<file path="config.mk">
export PLATFORM = sky130hd
export DESIGN_NAME = stats_uart_reporter_flat
export DESIGN_NICKNAME = d
export VERILOG_FILES = /design/src/rtl/stats_uart_reporter_if.sv /design/src/rtl/stats_uart_reporter.sv /design/src/flat_wrapper.sv
export SDC_FILE = /design/constraint.sdc
export NUM_CORES = 1
export LEC_CHECK = 0
export BUFFER_PORTS_ARGS = -buffer_cell sky130_fd_sc_hd__buf_4
export CORE_MARGIN = 2
export CORE_UTILIZATION = 45
export DETAILED_ROUTE_END_ITERATION = 8
export GPL_ROUTABILITY_DRIVEN = 0
export HOLD_SLACK_MARGIN = 0.15
export PLACE_DENSITY_LB_ADDON = 0.25
export REMOVE_ABC_BUFFERS = 1
export SETUP_SLACK_MARGIN = 0.4
export SYNTH_ARGS = -nofsm -noshare
export SYNTH_HDL_FRONTEND = slang
export SYNTH_SLANG_ARGS = --single-unit
</file>
<file path="constraint.sdc">
create_clock -name clk -period 2.4 [get_ports clk]
set_input_delay 0.48 -clock clk [delete_from_list [all_inputs] [get_ports clk]]
set_output_delay 0.48 -clock clk [all_outputs]
set_load 0.005 [all_outputs]
</file>
<file path="src/rtl/stats_uart_reporter_if.sv">
// rtl/stats_uart_reporter_if.sv - stat snapshot request and UART status bundle for the reporter
interface stats_uart_reporter_if;
  logic       report_req;
  logic [4:0] hunger;
  logic [4:0] happiness;
  logic [4:0] hygiene;
  logic [4:0] energy;
  logic [4:0] social;
  logic       is_sleeping;
  logic       uart_tx;
  logic       busy;
  logic       done;
  logic [7:0] drop_count;

  modport master (
    output report_req, hunger, happiness, hygiene, energy, social, is_sleeping,
    input  uart_tx, busy, done, drop_count
  );

  modport slave (
    input  report_req, hunger, happiness, hygiene, energy, social, is_sleeping,
    output uart_tx, busy, done, drop_count
  );
endinterface

</file>
<file path="src/rtl/stats_uart_reporter.sv">
// rtl/stats_uart_reporter.sv - snapshots pet stats on request and sends them as an 8-byte 8N1 UART packet
module stats_uart_reporter #(
  parameter int CLKS_PER_BIT = 87
) (
  input logic              clk,
  input logic              rst_n,
  stats_uart_reporter_if.slave bus
);

  localparam int            CW        = (CLKS_PER_BIT > 1) ? $clog2(CLKS_PER_BIT) : 1;
  localparam logic [CW-1:0] BAUD_LAST = CW'(CLKS_PER_BIT - 1);
  localparam logic [7:0]    HEADER    = 8'hA5;

  typedef enum logic [1:0] {IDLE, START, DATA, STOP} state_t;

  state_t        state;
  logic [CW-1:0] baud_cnt;
  logic [2:0]    bit_idx;
  logic [2:0]    byte_idx;
  logic [7:0]    shift;
  logic [4:0]    snap_hunger;
  logic [4:0]    snap_happiness;
  logic [4:0]    snap_hygiene;
  logic [4:0]    snap_energy;
  logic [4:0]    snap_social;
  logic          snap_sleep;
  logic          tx_r;
  logic          busy_r;
  logic          done_r;
  logic [7:0]    drop_r;
  logic [7:0]    checksum;
  logic [7:0]    cur_byte;
  logic          baud_wrap;

  assign baud_wrap = (baud_cnt == BAUD_LAST);

  always_comb begin
    checksum = {3'b000, snap_hunger ^ snap_happiness ^ snap_hygiene ^ snap_energy ^ snap_social}
             ^ {7'b0, snap_sleep};
    cur_byte = HEADER;
    case (byte_idx)
      3'd0:    cur_byte = HEADER;
      3'd1:    cur_byte = {3'b000, snap_hunger};
      3'd2:    cur_byte = {3'b000, snap_happiness};
      3'd3:    cur_byte = {3'b000, snap_hygiene};
      3'd4:    cur_byte = {3'b000, snap_energy};
      3'd5:    cur_byte = {3'b000, snap_social};
      3'd6:    cur_byte = {7'b0, snap_sleep};
      default: cur_byte = checksum;
    endcase
  end

  always_ff @(posedge clk or negedge rst_n) begin
    if (!rst_n) begin
      state          <= IDLE;
      baud_cnt       <= '0;
      bit_idx        <= '0;
      byte_idx       <= '0;
      shift          <= '0;
      snap_hunger    <= '0;
      snap_happiness <= '0;
      snap_hygiene   <= '0;
      snap_energy    <= '0;
      snap_social    <= '0;
      snap_sleep     <= 1'b0;
      tx_r           <= 1'b1;
      busy_r         <= 1'b0;
      done_r         <= 1'b0;
      drop_r         <= '0;
    end else begin
      done_r <= 1'b0;

      // The done cycle is still part of the packet as far as new requests go.
      if (bus.report_req && (state != IDLE || done_r) && drop_r != 8'hFF)
        drop_r <= drop_r + 8'd1;

      case (state)
        IDLE: begin
          tx_r <= 1'b1;
          if (bus.report_req && !done_r) begin
            snap_hunger    <= bus.hunger;
            snap_happiness <= bus.happiness;
            snap_hygiene   <= bus.hygiene;
            snap_energy    <= bus.energy;
            snap_social    <= bus.social;
            snap_sleep     <= bus.is_sleeping;
            byte_idx       <= '0;
            baud_cnt       <= '0;
            tx_r           <= 1'b0;
            busy_r         <= 1'b1;
            state          <= START;
          end
        end

        START: begin
          if (baud_wrap) begin
            baud_cnt <= '0;
            bit_idx  <= '0;
            shift    <= cur_byte;
            tx_r     <= cur_byte[0];
            state    <= DATA;
          end else begin
            baud_cnt <= baud_cnt + CW'(1);
          end
        end

        DATA: begin
          if (baud_wrap) begin
            baud_cnt <= '0;
            if (bit_idx == 3'd7) begin
              tx_r  <= 1'b1;
              state <= STOP;
            end else begin
              bit_idx <= bit_idx + 3'd1;
              shift   <= {1'b0, shift[7:1]};
              tx_r    <= shift[1];
            end
          end else begin
            baud_cnt <= baud_cnt + CW'(1);
          end
        end

        STOP: begin
          if (baud_wrap) begin
            baud_cnt <= '0;
            if (byte_idx == 3'd7) begin
              byte_idx <= '0;
              busy_r   <= 1'b0;
              done_r   <= 1'b1;
              state    <= IDLE;
            end else begin
              byte_idx <= byte_idx + 3'd1;
              tx_r     <= 1'b0;
              state    <= START;
            end
          end else begin
            baud_cnt <= baud_cnt + CW'(1);
          end
        end

        default: state <= IDLE;
      endcase
    end
  end

  assign bus.uart_tx    = tx_r;
  assign bus.busy       = busy_r;
  assign bus.done       = done_r;
  assign bus.drop_count = drop_r;

endmodule
</file>
<file path="src/flat_wrapper.sv">
// flat-port wrapper written by rule: the top's interface ports become plain ports
module stats_uart_reporter_flat 
#(
  parameter int CLKS_PER_BIT = 87
)
  (clk, rst_n, bus_report_req, bus_hunger, bus_happiness, bus_hygiene, bus_energy, bus_social, bus_is_sleeping, bus_uart_tx, bus_busy, bus_done, bus_drop_count);
  stats_uart_reporter_if bus_i ();
  input logic clk;
  input logic rst_n;
  input wire logic [$bits(bus_i.report_req)-1:0] bus_report_req;
  input wire logic [$bits(bus_i.hunger)-1:0] bus_hunger;
  input wire logic [$bits(bus_i.happiness)-1:0] bus_happiness;
  input wire logic [$bits(bus_i.hygiene)-1:0] bus_hygiene;
  input wire logic [$bits(bus_i.energy)-1:0] bus_energy;
  input wire logic [$bits(bus_i.social)-1:0] bus_social;
  input wire logic [$bits(bus_i.is_sleeping)-1:0] bus_is_sleeping;
  output wire logic [$bits(bus_i.uart_tx)-1:0] bus_uart_tx;
  output wire logic [$bits(bus_i.busy)-1:0] bus_busy;
  output wire logic [$bits(bus_i.done)-1:0] bus_done;
  output wire logic [$bits(bus_i.drop_count)-1:0] bus_drop_count;
  assign bus_i.report_req = bus_report_req;
  assign bus_i.hunger = bus_hunger;
  assign bus_i.happiness = bus_happiness;
  assign bus_i.hygiene = bus_hygiene;
  assign bus_i.energy = bus_energy;
  assign bus_i.social = bus_social;
  assign bus_i.is_sleeping = bus_is_sleeping;
  assign bus_uart_tx = bus_i.uart_tx;
  assign bus_busy = bus_i.busy;
  assign bus_done = bus_i.done;
  assign bus_drop_count = bus_i.drop_count;
  stats_uart_reporter #(.CLKS_PER_BIT(CLKS_PER_BIT)) u_core (.clk(clk), .rst_n(rst_n), .bus(bus_i));
endmodule
</file>
==> flow_metrics.py <==
metrics = {
    "sta": {
        "finalSetupViolCount": 0,
        "layout_min_cycle_time_ns": 1.889,
        "fin_setup_tns_ns": 0,
        "worst_clock_skew_ns": 0.007963,
        "slew_violations": 0,
        "finalHoldViolCount": 0,
        "relSlewSlack_pct": 51.29,
        "rsz0062_at_grt": "yes",
        "hold_ws_ns": 0.2051,
        "fmax_mhz": 529.3,
        "worst_slew_pin_slew_ns": 0.7306,
        "finalCritPeriodShare_pct": 78.72,
    },
    "layout": {
        "final_nets": 387,
        "diodes": 0,
        "fill_cells": 651,
        "area_delta_synth_final_pct": 18.51,
        "drive_gt1_share_pct": 29.97,
    },
    "cts": {
        "cts_buffers": 9,
        "postCtsHoldBufs": 0,
        "clk_latency_ns": 0.33,
        "cts_buffer_depth": 2,
        "root_buffer": "clkbuf_8",
        "cts_max_level": 3,
        "clkTransAtPathRegs_ns": 0.07,
        "cts_tree": "done",
        "clock-sinks": 59,
    },
    "floorplan": {
        "start_util_pct": 45.77,
        "dieArea_um2": 7998,
        "io_pins": 40,
        "die_height_um": 89.43,
        "die_w_um": 89.43,
        "num_rows": 31,
        "coreArea_um2": 7176,
    },
    "status": {
        "outcome": "completed",
    },
    "critical_path": {
        "cp_top_family": "compound AO/OA/AOI/OAI gates",
        "cp-start-kind": "flop",
        "startpoint": "u_core.state[1]",
        "cp.depth": 6,
        "slowest_delay_ns": 0.42,
        "path_cells": "inv_1, ha_1, inv_2, o21ai_0, a31oi_2, mux2_2",
        "cp_data_required_time_ns": 2.62,
        "cp_max_fo": 8,
        "worstReg2RegStart": "u_core.state[1]",
        "setup.worst_path.class": "reg2reg",
        "ff2ff_path_depth": 6,
        "timing.critical_path.to_type": "flop",
        "cp_data_arrival_time_ns": 2.11,
        "cpMaxStageDelayCell": "dfrtp_1",
        "cp_num_buf_inv": 2,
    },
    "grt": {
        "grt_use_total_pct": 17.98,
        "grt_pass1_vias": 2239,
        "overflow": 0,
        "grt_pass1_wl_um": 11050,
        "antenna_found_initial": 0,
        "grt_max_degree": 60,
    },
    "synthesis": {
        "synthCells": 301,
        "synthMuxAreaShare_pct": 10.67,
        "synth_compound_gate_area_share_pct": 16.84,
        "syn_area_um2": 3284,
        "synth-edff-count": 0,
        "ys_seq_elements": 59,
        "syn_avg_cell_area_um2": 10.91,
        "synth_flop_cell": "dfrtp_1",
        "synthSimpleGateAreaFrac_pct": 9.981,
        "synthTopCellsByArea": "dfrtp_1 44%, mux2_2 9.6%, xnor2_1 6.1%",
        "yosysUniqueCellTypes": 55,
        "async_flop_share_pct": 100.0,
        "synth_adder_area_share_pct": 6.095,
        "post-synth-top-area-fraction_pct": 44.19,
        "yosys.area.top_type": "dfrtp_1",
        "yosys-top-cells-count": "58 x dfrtp_1, 28 x mux2_2, 23 x xnor2_1",
        "synth_top_family_by_area": "compound AO/OA/AOI/OAI gates",
        "yosys_warnings": 0,
        "yosysMostFrequentCell": "dfrtp_1",
        "synthXorXnorAreaFrac_pct": 8.000,
        "yosysSeqAreaShare_pct": 44.99,
    },
    "power": {
        "power_frac_comb_pct": 40.5,
        "internal_power_w": 0.002946,
        "ir_drop_v": 0.0006277,
        "pwr_density_cell_nw_per_um2": 1157,
        "power_leakage_nw": 1.701,
        "sw_frac_of_total_pct": 34.57,
        "p_switching_w": 0.001557,
        "power.share.sequential_pct": 38.6,
        "clockPowerShare_pct": 20.9,
    },
    "run": {
        "cap_violations": 0,
    },
    "route": {
        "antenna_left": 0,
        "routed_wl_um": 6311,
        "firstDrtPassIters": 4,
        "drt_drc_violations_left": 0,
        "num_vias": 2402,
        "post_drt_wl_per_cell_um": 14.15,
        "vias_per_cell": 5.386,
        "drtIter0Drc": 109,
    },
    "place": {
        "hpwlAfterDp_um": 4423,
        "numPortBuffers": 39,
    },
    "hold_path": {
        "holdCritPathClass": "in2async",
    },
}
==> worst paths after layout <==
path,slack [ns],end
worst max-delay path,0.51,u_core.bus.drop_count[1]
worst min-delay path,0.21,u_core.baud_cnt[3]
worst max register to register,0.51,u_core.bus.drop_count[1]
worst min register to register,0.52,u_core.bus.drop_count[6]
max in group asynchronous,1.70,u_core.byte_idx[0]
min in group clk,0.37,u_core.snap_energy[0]
==> power by group through the flow <==
stage / clock network (W) / logic, W / registers (W)
finish: 0.000941 / 0.00182 / 0.00174
global route: 0.00103 / 0.00203 / 0.00178
CTS: 0.000970 / 0.00184 / 0.00173
detailed placement: 0 / 0.00184 / 0.00175
global placement: 0 / 0.00181 / 0.00174
floorplan: 0 / 0.00143 / 0.00165
==> logic make-up (layout without fill, tap and decap cells) <==
logic type      Yosys count  after routing
buf+inv                  24             70
fa+ha+maj                16             16
compound gates           77             77
xor+xnor                 30             30
flops                    59             59
simple gates             64             64
mux                      31             31
==> metrics by stage <==
step | worst slack [ns] | power [W] | instance area [µm²] | util (%) | instances
2_1_floorplan | 0.5318 | 0.003089 | 3213 | - | 288
3_3_place_gp | 0.5012 | 0.003544 | 3660 | 51.00 | 430
3_5_place_dp | 0.4033 | 0.003587 | 3660 | 51.00 | 430
4_1_cts | 0.4419 | 0.004547 | 3876 | 54.02 | 446
5_1_grt | 0.3753 | 0.004849 | 3892 | 54.25 | 446
6_report | 0.5108 | 0.004503 | 3892 | 54.25 | 446
==> metal layers <==
metal  share of wire [%]  vias up  track usage [%]
met3                 3.9       11            4.617
met2                  46       48            26.26
li1                    -     1180                -
met4                 1.3        0            5.563
met5                   0        -                0
met1                  49     1163            26.28
==> final cells by class <==
| class | count | area, µm² | share of cell area (%) |
|---|---|---|---|
| multi-input cells | 218 | 1714 | 44.04 |
| flip-flops and latches | 59 | 1478 | 37.96 |
| repair buffers | 43 | 322.8 | 8.293 |
| clock buffers | 12 | 165.2 | 4.243 |
| well taps | 99 | 123.9 | 3.182 |
| clock inverters | 4 | 47.55 | 1.221 |
| inverters | 11 | 41.29 | 1.061 |
==> cell usage in the layout, fill, tap and decap left out, types with 3 or more instances in the layout <==
master,n
a22o_1,7
dfrtp_1,58
o22ai_1,3
nor3_1,5
o21ai_0,5
o31ai_1,3
mux2_2,28
ha_1,12
nand4_1,3
nand3_1,6
and3_1,3
ha_2,4
clkbuf_8,12
o21ai_1,9
a22oi_1,6
inv_1,10
xor2_1,7
a221oi_1,4
a221o_1,4
xnor2_1,23
a21boi_0,4
buf_4,43
nand2_1,20
a21oi_1,15
nand3b_1,4
nor2_1,12
==> flip-flops by register name, indices dropped and copies added, names as in the netlist <==
register,flops
u_core.snap_energy,5
u_core.bus.busy,1
u_core.bus.done,1
u_core.bit_idx,3
u_core.snap_social,5
u_core.snap_happiness,5
u_core.state,2
u_core.snap_sleep,1
u_core.snap_hygiene,5
u_core.snap_hunger,5
u_core.bus.uart_tx,1
u_core.shift,7
u_core.baud_cnt,7
u_core.byte_idx,3
u_core.bus.drop_count,8
==> repair_timing <==
item / in CTS / in global routing
cloned: 0 / 0
pin swaps: 0 / 0
endpoints found under the setup margin: 2 / 7
resized for setup: 1 / 6
buffers inserted: 0 / 0
==> worst reg2reg max path: stages (launching register included) <==
cell,delay (ns)
dfrtp_1,0.42
inv_1,0.10
ha_1,0.30
inv_2,0.13
o21ai_0,0.15
a31oi_2,0.31
mux2_2,0.37
Note: power is estimated with default switching activity, not from simulation.
